$ cat config.mk
export PLATFORM = sky130hd
export DESIGN_NAME = av_dev_demux_flat
export DESIGN_NICKNAME = d
export VERILOG_FILES = /design/src/rtl/av_dev_demux_if.sv /design/src/rtl/av_dev_demux.sv /design/src/flat_wrapper.sv
export SDC_FILE = /design/constraint.sdc
export NUM_CORES = 1
export LEC_CHECK = 0
export BUFFER_PORTS_ARGS = -buffer_cell sky130_fd_sc_hd__buf_4
export CAP_MARGIN = 20
export CORE_MARGIN = 10
export CORE_UTILIZATION = 30
export DETAILED_ROUTE_END_ITERATION = 10
export GPL_TIMING_DRIVEN = 0
export PLACE_DENSITY = 0.7
export SLEW_MARGIN = 0
export SYNTH_ARGS = -nofsm -noshare
export SYNTH_HDL_FRONTEND = slang
export SYNTH_SLANG_ARGS = --single-unit
$ cat constraint.sdc
create_clock -name clk_i -period 2.65 [get_ports clk_i]
set_clock_uncertainty 0.15 [all_clocks]
set_input_delay 0.265 -clock clk_i [delete_from_list [all_inputs] [get_ports clk_i]]
set_output_delay 0.265 -clock clk_i [all_outputs]
set_load 0.05 [all_outputs]
$ cat src/rtl/av_dev_demux_if.sv
// Upstream bus and device-side fan-out signals of av_dev_demux.
// slave = demux view, master = upstream host plus device models.
interface av_dev_demux_if #(
  parameter int NDEV = 4
);
  logic                 s_cyc_i;
  logic                 s_stb_i;
  logic                 s_we_i;
  logic [3:0]           s_sel_i;
  logic [31:0]          s_adr_i;
  logic [31:0]          s_dat_i;
  logic                 s_ack_o;
  logic                 s_stall_o;
  logic [31:0]          s_dat_o;
  logic [NDEV-1:0]      d_cs_o;
  logic                 d_cyc_o;
  logic                 d_stb_o;
  logic                 d_we_o;
  logic [3:0]           d_sel_o;
  logic [15:0]          d_adr_o;
  logic [31:0]          d_dat_o;
  logic [NDEV-1:0]      d_ack_i;
  logic [NDEV*32-1:0]   d_dat_i;
  logic                 err_o;

  modport slave (
    input  s_cyc_i, s_stb_i, s_we_i, s_sel_i, s_adr_i, s_dat_i, d_ack_i, d_dat_i,
    output s_ack_o, s_stall_o, s_dat_o, d_cs_o, d_cyc_o, d_stb_o, d_we_o,
           d_sel_o, d_adr_o, d_dat_o, err_o
  );

  modport master (
    output s_cyc_i, s_stb_i, s_we_i, s_sel_i, s_adr_i, s_dat_i, d_ack_i, d_dat_i,
    input  s_ack_o, s_stall_o, s_dat_o, d_cs_o, d_cyc_o, d_stb_o, d_we_o,
           d_sel_o, d_adr_o, d_dat_o, err_o
  );
endinterface

$ cat src/rtl/av_dev_demux.sv
// Address demux from one upstream bus to NDEV device slots (adr[18:16] picks the slot).
// Optional ack timeout enabled by the macro AVDEMUX_TIMEOUT_EN.
//
// state  | meaning
// IDLE   | waiting for a request, not stalled
// ACTIVE | device cycle open on slot, waiting for its ack (or abort/timeout)
// ACK    | upstream ack held until s_stb_i drops
module av_dev_demux #(
  parameter int          NDEV   = 4,
  parameter logic [11:0] BASE   = 12'hFD0,
  parameter int          TO_CYC = 255
) (
  input  logic           clk_i,
  input  logic           rst_ni,
  av_dev_demux_if.slave  bus
);
  if (NDEV < 2 || NDEV > 8 || TO_CYC < 1 || TO_CYC > 255) begin : g_param_chk
    $error("av_dev_demux: parameter out of range");
  end

  typedef enum logic [1:0] {IDLE, ACTIVE, ACK} state_t;

  state_t          state_q, state_d;
  logic [NDEV-1:0] cs_q, cs_d;
  logic            dcyc_q, dcyc_d;
  logic            we_q, we_d;
  logic [3:0]      sel_q, sel_d;
  logic [15:0]     adr_q, adr_d;
  logic [31:0]     wdat_q, wdat_d;
  logic            ack_q, ack_d;
  logic [31:0]     rdat_q, rdat_d;
  logic            err_q, err_d;
  logic            mapped, dev_ack, tmo, clr_dev;
  logic [31:0]     dev_dat;

  // cs_q is one-hot on the open slot, so it alone selects which ack/data is honoured
  always_comb begin
    dev_ack = 1'b0;
    dev_dat = '0;
    for (int k = 0; k < NDEV; k++) begin
      if (cs_q[k]) begin
        dev_ack = bus.d_ack_i[k];
        dev_dat = bus.d_dat_i[32*k +: 32];
      end
    end
  end

`ifdef AVDEMUX_TIMEOUT_EN
  logic [7:0] cnt_q;
  always_ff @(posedge clk_i or negedge rst_ni) begin
    if (!rst_ni)                 cnt_q <= '0;
    else if (state_q != ACTIVE)  cnt_q <= '0;
    else if (cnt_q != 8'hFF)     cnt_q <= cnt_q + 8'd1;
  end
  assign tmo = (state_q == ACTIVE) && (cnt_q == 8'(TO_CYC));
`else
  assign tmo = 1'b0;
`endif

  assign mapped = (bus.s_adr_i[31:20] == BASE) && (32'(bus.s_adr_i[18:16]) < NDEV);

  always_comb begin
    state_d = state_q;
    cs_d    = cs_q;
    dcyc_d  = dcyc_q;
    we_d    = we_q;
    sel_d   = sel_q;
    adr_d   = adr_q;
    wdat_d  = wdat_q;
    ack_d   = ack_q;
    rdat_d  = rdat_q;
    err_d   = err_q;
    clr_dev = 1'b0;
    unique case (state_q)
      IDLE: begin
        if (bus.s_cyc_i && bus.s_stb_i) begin
          if (mapped) begin
            state_d = ACTIVE;
            dcyc_d  = 1'b1;
            we_d    = bus.s_we_i;
            sel_d   = bus.s_sel_i;
            adr_d   = bus.s_adr_i[15:0];
            wdat_d  = bus.s_dat_i;
            for (int k = 0; k < NDEV; k++) cs_d[k] = (bus.s_adr_i[18:16] == 3'(k));
          end else begin
            state_d = ACK;
            ack_d   = 1'b1;
            rdat_d  = '0;
          end
        end
      end
      ACTIVE: begin
        // abort outranks a same-cycle ack, and an ack outranks a same-cycle timeout
        if (!bus.s_cyc_i) begin
          state_d = IDLE;
          clr_dev = 1'b1;
        end else if (dev_ack) begin
          state_d = ACK;
          ack_d   = 1'b1;
          rdat_d  = we_q ? 32'h0 : dev_dat;
          clr_dev = 1'b1;
        end else if (tmo) begin
          state_d = ACK;
          ack_d   = 1'b1;
          rdat_d  = 32'hDEAD_DEAD;
          err_d   = 1'b1;
          clr_dev = 1'b1;
        end
      end
      ACK: begin
        if (!bus.s_stb_i) begin
          state_d = IDLE;
          ack_d   = 1'b0;
          rdat_d  = '0;
          err_d   = 1'b0;
        end
      end
      default: state_d = IDLE;
    endcase
    if (clr_dev) begin
      cs_d   = '0;
      dcyc_d = 1'b0;
      we_d   = 1'b0;
      sel_d  = '0;
      adr_d  = '0;
      wdat_d = '0;
    end
  end

  always_ff @(posedge clk_i or negedge rst_ni) begin
    if (!rst_ni) begin
      state_q <= IDLE;
      cs_q    <= '0;
      dcyc_q  <= 1'b0;
      we_q    <= 1'b0;
      sel_q   <= '0;
      adr_q   <= '0;
      wdat_q  <= '0;
      ack_q   <= 1'b0;
      rdat_q  <= '0;
      err_q   <= 1'b0;
    end else begin
      state_q <= state_d;
      cs_q    <= cs_d;
      dcyc_q  <= dcyc_d;
      we_q    <= we_d;
      sel_q   <= sel_d;
      adr_q   <= adr_d;
      wdat_q  <= wdat_d;
      ack_q   <= ack_d;
      rdat_q  <= rdat_d;
      err_q   <= err_d;
    end
  end

  assign bus.s_ack_o   = ack_q;
  assign bus.s_stall_o = (state_q != IDLE);
  assign bus.s_dat_o   = rdat_q;
  assign bus.d_cs_o    = cs_q;
  assign bus.d_cyc_o   = dcyc_q;
  assign bus.d_stb_o   = dcyc_q;
  assign bus.d_we_o    = we_q;
  assign bus.d_sel_o   = sel_q;
  assign bus.d_adr_o   = adr_q;
  assign bus.d_dat_o   = wdat_q;
  assign bus.err_o     = err_q;
endmodule

$ cat src/flat_wrapper.sv
// flat-port wrapper written by rule: the top's interface ports become plain ports
module av_dev_demux_flat 
#(
  parameter int          NDEV   = 4,
  parameter logic [11:0] BASE   = 12'hFD0,
  parameter int          TO_CYC = 255
)
  (clk_i, rst_ni, bus_s_cyc_i, bus_s_stb_i, bus_s_we_i, bus_s_sel_i, bus_s_adr_i, bus_s_dat_i, bus_d_ack_i, bus_d_dat_i, bus_s_ack_o, bus_s_stall_o, bus_s_dat_o, bus_d_cs_o, bus_d_cyc_o, bus_d_stb_o, bus_d_we_o, bus_d_sel_o, bus_d_adr_o, bus_d_dat_o, bus_err_o);
  av_dev_demux_if #(.NDEV(NDEV)) bus_i ();
  input  logic clk_i;
  input  logic rst_ni;
  input wire logic [$bits(bus_i.s_cyc_i)-1:0] bus_s_cyc_i;
  input wire logic [$bits(bus_i.s_stb_i)-1:0] bus_s_stb_i;
  input wire logic [$bits(bus_i.s_we_i)-1:0] bus_s_we_i;
  input wire logic [$bits(bus_i.s_sel_i)-1:0] bus_s_sel_i;
  input wire logic [$bits(bus_i.s_adr_i)-1:0] bus_s_adr_i;
  input wire logic [$bits(bus_i.s_dat_i)-1:0] bus_s_dat_i;
  input wire logic [$bits(bus_i.d_ack_i)-1:0] bus_d_ack_i;
  input wire logic [$bits(bus_i.d_dat_i)-1:0] bus_d_dat_i;
  output wire logic [$bits(bus_i.s_ack_o)-1:0] bus_s_ack_o;
  output wire logic [$bits(bus_i.s_stall_o)-1:0] bus_s_stall_o;
  output wire logic [$bits(bus_i.s_dat_o)-1:0] bus_s_dat_o;
  output wire logic [$bits(bus_i.d_cs_o)-1:0] bus_d_cs_o;
  output wire logic [$bits(bus_i.d_cyc_o)-1:0] bus_d_cyc_o;
  output wire logic [$bits(bus_i.d_stb_o)-1:0] bus_d_stb_o;
  output wire logic [$bits(bus_i.d_we_o)-1:0] bus_d_we_o;
  output wire logic [$bits(bus_i.d_sel_o)-1:0] bus_d_sel_o;
  output wire logic [$bits(bus_i.d_adr_o)-1:0] bus_d_adr_o;
  output wire logic [$bits(bus_i.d_dat_o)-1:0] bus_d_dat_o;
  output wire logic [$bits(bus_i.err_o)-1:0] bus_err_o;
  assign bus_i.s_cyc_i = bus_s_cyc_i;
  assign bus_i.s_stb_i = bus_s_stb_i;
  assign bus_i.s_we_i = bus_s_we_i;
  assign bus_i.s_sel_i = bus_s_sel_i;
  assign bus_i.s_adr_i = bus_s_adr_i;
  assign bus_i.s_dat_i = bus_s_dat_i;
  assign bus_i.d_ack_i = bus_d_ack_i;
  assign bus_i.d_dat_i = bus_d_dat_i;
  assign bus_s_ack_o = bus_i.s_ack_o;
  assign bus_s_stall_o = bus_i.s_stall_o;
  assign bus_s_dat_o = bus_i.s_dat_o;
  assign bus_d_cs_o = bus_i.d_cs_o;
  assign bus_d_cyc_o = bus_i.d_cyc_o;
  assign bus_d_stb_o = bus_i.d_stb_o;
  assign bus_d_we_o = bus_i.d_we_o;
  assign bus_d_sel_o = bus_i.d_sel_o;
  assign bus_d_adr_o = bus_i.d_adr_o;
  assign bus_d_dat_o = bus_i.d_dat_o;
  assign bus_err_o = bus_i.err_o;
  av_dev_demux #(.NDEV(NDEV), .BASE(BASE), .TO_CYC(TO_CYC)) u_core (.clk_i(clk_i), .rst_ni(rst_ni), .bus(bus_i));
endmodule
### Yosys cells after proc, flatten, opt, wreduce, memory -nomap -nowiden

Cells that the tools add are included.

* logic and storage cells: 88
* bits in registers: 93

* equal/unequal tests: 12
* reduce and logical (&&, ||, !) cells: 12
* $lt $le $gt $ge: 1
* mux-type cells: 54

Operators by type and width (number)
* $mux 32: 14
* $pmux 32 s3: 1
* $mux 16: 4
* $mux 4: 8
* $mux 1: 20
* $eq 12x12->1 const B: 1
* $mux 2: 5
* $reduce_bool 2->1: 4
* $eq 3x2->1 const B: 2
* $ne 2x2->1 const B: 3
* $pmux 2 s3: 1
* $reduce_and 3->1: 2
* $reduce_and 6->1: 1
* $ne 2x1->1 const B: 2
* $eq 3x1->1 const B: 1
* $logic_not 3->1: 1
* $lt 3x3->1 const B: 1
* $ne 3x2->1 const B: 1
* $pmux 1 s3: 1
* $reduce_bool 3->1: 1
* $eq 2x1->1 const B: 1
* $eq 2x2->1 const B: 1
* $logic_and 1x1->1: 2
* $logic_not 2->1: 1

### Logic depth before layout (Yosys ltp)

Gate-level depths: netlist (run 1).

* word-level depth: 9
* mapped depth: 8
* gate-level depth less buffers: 4

### Worst setup path after synthesis (run 1)

No wires, ideal clock.

* path kind: reg-to-reg
* start point: register u_core.cs_q[0] (netlist: u_core.bus.d_cs_o[0])
* end point: register u_core.rdat_q[0] (netlist: u_core.bus.s_dat_o[0])
* path slack: 51 ps
* path buffers: 2
* data required time: 2375 ps
* stages on the path, launching flop included: 7
* arrival time: 2324 ps
* cell sequence: dfrtp_1 > clkbuf_1 > nand3b_1 > a221o_1 > a221oi_2 > buf_2 > mux2_2

* cells in the longest elaborated chain, start to end: 8

Ends and longest elaborated chain
* start: declaration: RTL line av_dev_demux.sv:24 `logic [NDEV-1:0] cs_q, cs_d;`
* start signal: assignment: RTL line av_dev_demux.sv:144 `cs_q <= cs_d;`
* $mux 32 (4 in series): RTL line av_dev_demux.sv:41 `if (cs_q[k]) begin`
* $mux 32: RTL line av_dev_demux.sv:100 `rdat_d = we_q ? 32'h0 : dev_dat;`
* $mux 32: RTL line av_dev_demux.sv:97 `end else if (dev_ack) begin`
* $mux 32: RTL line av_dev_demux.sv:94 `if (!bus.s_cyc_i) begin`
* $pmux 32 s3: RTL line av_dev_demux.sv:74 `unique case (state_q)`
* end signal: assignment: RTL line av_dev_demux.sv:151 `rdat_q <= rdat_d;`
* end: declaration: RTL line av_dev_demux.sv:31 `logic [31:0] rdat_q, rdat_d;`

Several ways; a longest one is shown, not always the timed one. The select of a mux whose other input is x is not followed.
A chain may end at the register's enable or synchronous reset.

### Worst setup path in the final report (run 1)

* start point: register u_core.state_q[0]
* end point: register u_core.adr_q[4] (netlist: u_core.bus.d_adr_o[4])

* cells in the longest elaborated chain, start to end: 4

Ends and longest elaborated chain
* start: declaration: RTL line av_dev_demux.sv:23 `state_t state_q, state_d;`
* start signal: assignment: RTL line av_dev_demux.sv:143 `state_q <= state_d;`
* $eq 2x1->1: RTL line av_dev_demux.sv:74
* $mux 1: RTL line av_dev_demux.sv:74
* $reduce_bool 2->1 (no line)
* $reduce_and 3->1 (no line)
* end signal: assignment: RTL line av_dev_demux.sv:148 `adr_q <= adr_d;`
* end: declaration: RTL line av_dev_demux.sv:28 `logic [15:0] adr_q, adr_d;`

Several ways; a longest one is shown, not always the timed one.

==> results by stage, run 1 <==
Run status:
- The run finished with clean final reports.

Critical path:
- The worst setup path category is reg2reg.
- Walking the worst path, the cells encountered are buf_2, or4_1, or4_1, buf_4, clkbuf_1, o21ai_0, o2bb2ai_1.
- The slowest stage of the critical path is the or4_1 cell.
- In this design, the stage delay of the slowest critical-path cell is 0.51 ns.
- The most prevalent standard cell on the critical path is or4_1.
- The kind of start point of the critical path is a flop.
- STA classifies the critical path endpoint as a flop.
- Data arrives at the worst endpoint at 2.60 ns.
- The top fanout value on the critical path is 10.
- At the worst endpoint, the required time is 2.71 ns.

Timing:
- The headroom to the max-slew limit is 0.423.
- The hold violation count in the final report came to 0.
- Timing would allow up to 394 MHz.
- The clock period could shrink to 2.54 ns.
- The slew at the pin closest to its max-slew limit is 0.853 ns.
- Setup violations remaining at the end of the flow were counted as 0.
- In the finished design, the share of the clock period the worst path needs comes to 0.959.
- The number of pins with negative max-slew slack in the final report is 0.
- The final sum of negative setup slack is 0 ns.
- Setup repair after global routing could not meet its margin everywhere.

Floorplanning:
- The I/O pin total is 299.
- In this run the core area contains 47 standard-cell rows.
- In this run the vertical extent of the chip is 151 um.
- The total area inside the core boundary comes to 16700 sq um.
- The floorplan step set the die width to 151 um.
- The initial utilization of the core area, before any placement, comes to 0.307.
- The area of the die is 22700 sq um.

Synth:
- The count of unique library cells instantiated by Yosys is 34.
- The most common cell in the synthesized netlist is dfrtp_1.
- The synthesized design spends more area on one cell type than any other, namely dfrtp_1.
- For this run, asynchronously set or reset flops after synthesis account for 1.00.
- The most used flip-flop cell after synthesis is dfrtp_1.
- The post-synthesis instance total is 528.
- The number of nets in the synthesized netlist is 733.
- Of the post-synthesis cell area, the dominant cell type holds 0.453.
- Ranked by instance count, the synthesized netlist is headed by dfrtp_1, a21oi_1, o21ai_0.
- Sorting the synthesized cells by area gives the leading types as dfrtp_1, o2bb2ai_1, mux2_2, a221o_1, a21oi_1.
- The sequential area share after synthesis is 0.453.
- The flip-flop and latch count after synthesis is 93.
- The post-synthesis cell area is 5130 sq um.
- The Yosys step of the flow raised 0 warnings.
- The average cell area after synthesis is 9.72 sq um.
- The count of flip-flops with a built-in enable after synthesis is 0.

Drt:
- Before antenna repair, the detailed router went through 4 iterations.
- Dividing the detail-routed via count by the number of cells gives 5.12.
- After detailed routing, the average wire length per cell comes to 21.9 um.
- The routed design has 24.6 mm of wire.
- The remaining routing DRC violations is 0.
- The final route contains 5754 vias.
- The detailed router's first-iteration violation count is 268.
- Once detail routing completed, the nets flagged for antenna violations numbered 0.

GRT:
- The via count of the first global-routing pass is 6184.
- Entering global routing, the biggest net connects 57 pins.
- The initial antenna violation count is 2.
- Across every metal layer, demand over resource in global routing totals 0.204.
- Global routing finished with a remaining overflow of 0.
- The first global-routing pass estimated 36.1 mm of wire.

Clocking:
- The number of H-tree levels is 3.
- The clock passes through at most 2 buffers.
- The buffer cell driving the clock tree root is clkbuf_16.
- The number of sinks handled by clock tree synthesis is 93.
- Counting the buffers created by CTS gives 9.
- Clock-pin slew was measured on the worst setup and hold paths at 0.07 ns.
- TritonCTS built the clock tree.
- The later-pin clock latency in the skew report is 0.34 ns.

Layout:
- The final-layout fill cell count is 1562.
- The area growth from synthesis to final layout is 67.4%.
- The fraction of final layout cells sized beyond drive strength 1 is 0.415.
- In the final design database the tool counted 1102 nets.

Pwr:
- The power density normalized to cell area is 381 nW/um^2.
- The static leakage power is 4.09 nW.
- Total power for the finished layout comes to 3.28 mW.
- The worst IR drop on VDD is 273 uV.

Flow run:
- The count of max-cap constraint violations is 0.

Min path:
- The worst hold-check path type is in2reg.

Placement:
- The number of I/O port buffers is 296.
- The wire-length estimate of the detail-placed layout is 18.4 mm.
- The final weighted congestion in routability-driven placement is 0.987.
[flip-flops by register name (all words and copies together), names as in the netlist]
name                flops
u_core.bus.d_cyc_o      1
u_core.bus.d_we_o       1
u_core.bus.d_cs_o       4
u_core.bus.s_dat_o     32
u_core.bus.d_dat_o     32
u_core.bus.d_adr_o     16
u_core.bus.s_ack_o      1
u_core.state_q          2
u_core.bus.d_sel_o      4
[report_power, final]
group / total [mW] / internal, mW / switching [mW]
Clock: 1.38 / 0.771 / 0.608
Sequential: 1.43 / 1.42 / 0.00446
Combinational: 0.469 / 0.289 / 0.179
[kinds of logic (layout without fill, tap and decap cells)]
family,after synthesis,count (layout),share of synthesized area
buffers and inverters,95,469,0.0809
AO/OA/AOI/OAI,218,218,0.291
other,1,3,0.000730
multiplexers,34,34,0.0741
flip-flops,93,93,0.453
AND/OR/NAND/NOR,87,87,0.0999
[through the flow]
stage | cells | setup WS [ns] | cell area [sq um] | hold WS (ns) | utilization
after detailed placement | 1045 | -0.498 | 7660 | 0.139 | 0.459
after CTS | 1117 | 0.0130 | 8550 | 0.0576 | 0.512
after global routing | 1124 | -0.00201 | 8600 | 0.0977 | 0.515
final | 1124 | 0.109 | 8600 | 0.0598 | 0.515
after floorplan | 528 | 0.0508 | 5130 | -0.181 | -
after global placement | 1044 | -0.468 | 7630 | 0.323 | 0.457
[layout by cell type, fill, tap and decap left out, types with 2 or more instances in the layout]
cell type / n
a21oi_1: 65
a221o_1: 33
buf_2: 3
buf_4: 306
buf_6: 6
clkbuf_1: 41
clkbuf_16: 9
clkbuf_2: 5
dfrtp_1: 92
diode_2: 2
dlygate4sd3_1: 55
inv_1: 36
mux2_2: 32
mux2i_1: 2
nand2_1: 34
nand3b_1: 33
nor2_1: 4
nor2b_1: 3
nor4_1: 2
nor4b_1: 2
o21ai_0: 57
o21bai_1: 3
o2bb2ai_1: 53
or4_1: 3
[path summary, 6_finish.rpt]
check                                                  start                            endpoint  slack (ns)  cells after the start
hold reg to reg            u_core.bus.s_dat_o[1]$_DFFE_PN0P_   u_core.bus.s_dat_o[1]$_DFFE_PN0P_        0.36                      1
max in group asynchronous                             rst_ni  u_core.bus.s_dat_o[18]$_DFFE_PN0P_        1.37                      3
hold / removal                               bus_s_adr_i[16]    u_core.bus.d_cs_o[3]$_DFFE_PN0P_        0.06                      3
min in group asynchronous                             rst_ni   u_core.bus.d_dat_o[8]$_DFFE_PN0P_        0.29                      2
setup reg to reg               u_core.state_q[0]$_DFFE_PN0P_   u_core.bus.d_adr_o[4]$_DFFE_PN0P_        0.11                      7
setup / recovery               u_core.state_q[0]$_DFFE_PN0P_   u_core.bus.d_adr_o[4]$_DFFE_PN0P_        0.11                      7
[timing repair]
| action | in CTS | in global routing |
|---|---|---|
| endpoints found under the hold margin | 91 | 0 |
| setup buffers | 2 | 5 |
| gates resized for setup | 5 | 8 |
| endpoints found under the setup margin | 64 | 79 |
| pin swaps | 1 | 1 |
| hold buffers | 55 | 0 |
[cell type report]
class / instances / area, sq um / area share
buffer: 58 / 288 / 0.0335
clock inverter: 5 / 66.3 / 0.00771
multi-input combinational: 340 / 2400 / 0.279
clock buffer: 11 / 243 / 0.0282
timing repair buffer: 359 / 2850 / 0.332
sequential: 93 / 2330 / 0.271
tap: 220 / 275 / 0.0320
antenna: 2 / 5.00 / 0.000582
inverter: 36 / 135 / 0.0157
[per-layer routing]
metal | GRT usage | vias to the layer above | wire length (um)
met5 | 0 | - | 0
met4 | 0.0789 | 0 | 669
met3 | 0.0823 | 36 | 2910
met2 | 0.339 | 278 | 11500
met1 | 0.228 | 2754 | 9460
li1 | - | 2686 | -
[worst max-delay path, delay by kind of cell, from the launching register on]
family | cells | cell delay [ns]
and+or+nand+nor | 2 | 0.91
DFF | 1 | 0.37
buffers and inverters | 3 | 0.58
AOI/OAI and AO/OA | 2 | 0.40
(Power assumes the default switching activity.)
==> run 2, diff against run 1 <==
--- a/config.mk
+++ b/config.mk
@@ -7,11 +7,11 @@
 export LEC_CHECK = 0
 export BUFFER_PORTS_ARGS = -buffer_cell sky130_fd_sc_hd__buf_4
 export CAP_MARGIN = 20
-export CORE_MARGIN = 10
-export CORE_UTILIZATION = 30
+export CORE_AREA = 2 2 115 117
 export DETAILED_ROUTE_END_ITERATION = 10
+export DIE_AREA = 0 0 117 119
 export GPL_TIMING_DRIVEN = 0
-export PLACE_DENSITY = 0.7
+export PLACE_DENSITY = 0.86
 export SLEW_MARGIN = 0
 export SYNTH_ARGS = -nofsm -noshare
 export SYNTH_HDL_FRONTEND = slang
==> run 2 against run 1 <==
  * Hold slack worse by 0.045 ns
  * Global-route usage increased by 9.5 points
  * Core utilization up 15 points
  * Worst setup slack worse by 0.018 ns
  * Via count increased by 2.9%
  * Critical path type unchanged
  * Highest routed layer unchanged
  * Sequential power is essentially flat
  * Register-to-register slack worse by 0.02 ns
  * Largest cell class unchanged
==> results by stage, run 2 (synthesis gave the netlist of run 1 again) <==
Floorplanning:
- The number of placement rows is 42 (-11%).
- The area of the core is 12900 sq um (-23%).
- The starting density of the core is 0.399 (+0.0913).
- The I/O pin total is 299 (unchanged).
- The area of the die is 13900 sq um (-39%).
- The chip width is 117 um (-22%).
- The die boundary height came to 119 um (-21%).

Layout:
- The cell area after layout is 8540 sq um (-0.65%).
- The number of diodes added for antenna fixing is 0 (-2).
- The top cell types in the final layout, fill and taps aside, are buf_4, dfrtp_1, a21oi_1, dlygate4sd3_1, o2bb2ai_1.
- The area growth from synthesis to final layout is 66.3%.
- The fraction of final layout cells sized beyond drive strength 1 was 0.413 (-0.00149).
- Leaving out fill and tap cells, the most frequent cell in the layout is buf_4.
- The number of nets in the final layout is 1099 (-0.27%).

Drt:
- The total wire length after detailed routing is 21.3 mm (-13%).
- The remaining routing DRC violations was 0 (unchanged).
- The detailed router's first-iteration violation count is 414 (+54%).
- The residual antenna-violating net count after detailed routing is 0 (unchanged).
- The via density per instance is 5.51 (+7.7%).
- The length of the first detailed-routing pass in iterations is 5 (+1).
- The total vias in the final route is 5923 (+2.9%).
- The average wire length per cell after detail routing came to 19.8 um (-9.5%).

Pwr:
- The clock network power share is 0.441 (+0.020).
- The total chip power is 3.38 mW (+3.3%).
- The internal power of the cells is 2.63 mW (+5.9%).
- The static leakage power is 4.08 nW (-0.22%).
- The power density normalized to cell area is 396 nW/um^2 (+4.0%).
- The power share of the sequential group is 0.422 (-0.014).
- The combinational share of power is 0.137 (-0.006).
- The switching component of the power is 754 uW (-4.8%).
- The fraction of power spent switching nets is 0.223 (-0.0189).
- The worst IR drop on VDD is 425 uV (+55%).

Timing:
- The final period demand of the worst path is 2.56 ns (+0.0183 ns).
- The number of pins with negative max-slew slack in the final report is 0 (unchanged).
- Setup repair after global routing could not meet its margin everywhere.
- The maximum clock frequency is 391 MHz (-0.72%).
- The headroom to the max-slew limit is 0.469 (+0.0454).
- The slew at the pin closest to its max-slew limit is 0.786 ns (-0.0671 ns).
- The hold violation count in the final report is 0 (unchanged).
- The final sum of negative setup slack is 0 ns (unchanged).
- The final clock period utilization by the worst path is 0.966 (+0.00692).
- The number of endpoints failing setup at the final stage is 0 (unchanged).

Critical path:
- The buffers plus inverters on the worst setup path is 4 (+1).
- The delay of the slowest critical-path stage is 0.53 ns (+0.02 ns).
- The worst setup path category is reg2reg.
- Traced cell by cell, the critical path runs through buf_2, or4_1, or4_1, buf_2, buf_6, nor2_8, buf_6, o2bb2ai_1.
- The data required time at the worst endpoint is 2.76 ns (+0.05 ns).
- The worst setup path is launched from a flop.
- The family of cells with the greatest summed delay on the critical path is simple AND/OR/NAND/NOR gates.
- STA classifies the critical path endpoint as a flop.
- The cell type of the slowest stage on the worst timing path is or4_1.
- The data arrival time of the critical path is 2.67 ns (+0.07 ns).
- The launch point of the worst path is u_core.state_q[0]$_DFFE_PN0P_.
- The top fanout value on the critical path is 11 (+1).
- The worst flop-to-flop path startpoint is u_core.state_q[0]$_DFFE_PN0P_.

Clocking:
- The number of buffers on the longest clock path is 2 (unchanged).
- The number of sinks handled by clock tree synthesis is 93 (unchanged).
- TritonCTS built the clock tree.
- The buffer cell driving the clock tree root is clkbuf_16.
- The later-pin clock latency in the skew report came to 0.35 ns (about the same).
- The number of H-tree levels was 3 (unchanged).
- The number of buffers inserted during clock tree synthesis is 9 (unchanged).
- The register clock-pin slew on the reported worst setup and hold paths was 0.07 ns (about the same).

GRT:
- The largest net degree at the start of global routing is 54 (-5.3%).
- The overall global routing resource usage is 0.299 (+0.0954).
- The residual overflow from global routing is 0 (unchanged).
- The initial antenna violation count is 0 (-2).
- The first-pass GRT wire length was 31.9 mm (-12%).
- The via count of the first global-routing pass is 5940 (-3.9%).

Placement:
- The estimated wirelength of the detail-placed design was 14.7 mm (-20%).
- The final weighted congestion in routability-driven placement was 0.835 (-15%).
- The post-placement cell area is 7600 sq um (-0.72%).
- The number of I/O port buffers is 296 (unchanged).

Min path:
- The worst hold-check path type is in2reg.
- The worst hold path begins at bus_s_cyc_i.

Run status:
- The flow ran to the end, and the final reports show no timing, DRC or antenna violations.

Flow run:
- The count of max-cap constraint violations came to 0 (unchanged).
-- run 2: worst paths after layout --
| kind | end | cells past startpoint | slack [ns] |
|---|---|---|---|
| max reg2reg | u_core.bus.d_dat_o[10]$_DFFE_PN0P_ | 8 | 0.09 |
| min | u_core.state_q[1]$_DFFE_PN0P_ | 2 | 0.02 |
| max in group asynchronous | u_core.bus.s_dat_o[26]$_DFFE_PN0P_ | 3 | 1.36 |
| max | u_core.bus.d_dat_o[10]$_DFFE_PN0P_ | 8 | 0.09 |
| min in group asynchronous | u_core.bus.d_sel_o[3]$_DFFE_PN0P_ | 2 | 0.32 |
| min reg2reg | u_core.bus.s_dat_o[28]$_DFFE_PN0P_ | 1 | 0.36 |
-- run 2: layout make-up --
cell class | count | area, sq um
plain buffers | 58 | 287
fillers | 980 | 4340
inverters | 36 | 135
clock buffers | 11 | 233
well taps | 176 | 220
clock inverters | 4 | 97.6
flip-flops and latches | 93 | 2330
repair buffers | 355 | 2820
multi-input cells | 341 | 2420
-- run 2: repair_timing --
item	in CTS	in global routing
gates resized for setup	4	20
hold endpoints to repair	93	0
gates cloned	0	1
endpoints found under the setup margin	60	51
hold buffers	54	0
setup buffers	1	3
pin swaps	1	1
-- run 2: worst register-to-register path, stage by stage, from the launching register on --
cell,delay (ns)
dfrtp_1,0.37
buf_2,0.18
or4_1,0.53
or4_1,0.39
buf_2,0.20
buf_6,0.18
nor2_8,0.15
buf_6,0.17
o2bb2ai_1,0.15
-- run 2: layer usage --
layer	vias up	GRT usage	part of all wire
met5	-	0	0
met4	0	0.126	0.031
met3	48	0.0875	0.098
met2	343	0.513	0.50
met1	2842	0.343	0.38
li1	2690	-	-
-- run 2: through the flow --
stage,hold WS (ns),instances,setup WS [ns],util
after global routing,0.0183,1074,-0.000917,0.663
after detailed placement,0.154,1001,-0.321,0.591
after CTS,0.00366,1070,0.0137,0.660
final,0.0150,1074,0.0911,0.663
after global placement,0.322,1000,-0.327,0.588
after floorplan,-0.181,528,0.0508,-
-- run 2: power groups by stage --
stage	Clock (mW)	Sequential [mW]	Combinational, mW
after floorplan	0	1.47	0.0770
after global placement	0	1.45	0.380
after detailed placement	0	1.46	0.388
after CTS	1.50	1.43	0.458
after global routing	1.57	1.43	0.494
final	1.49	1.43	0.464
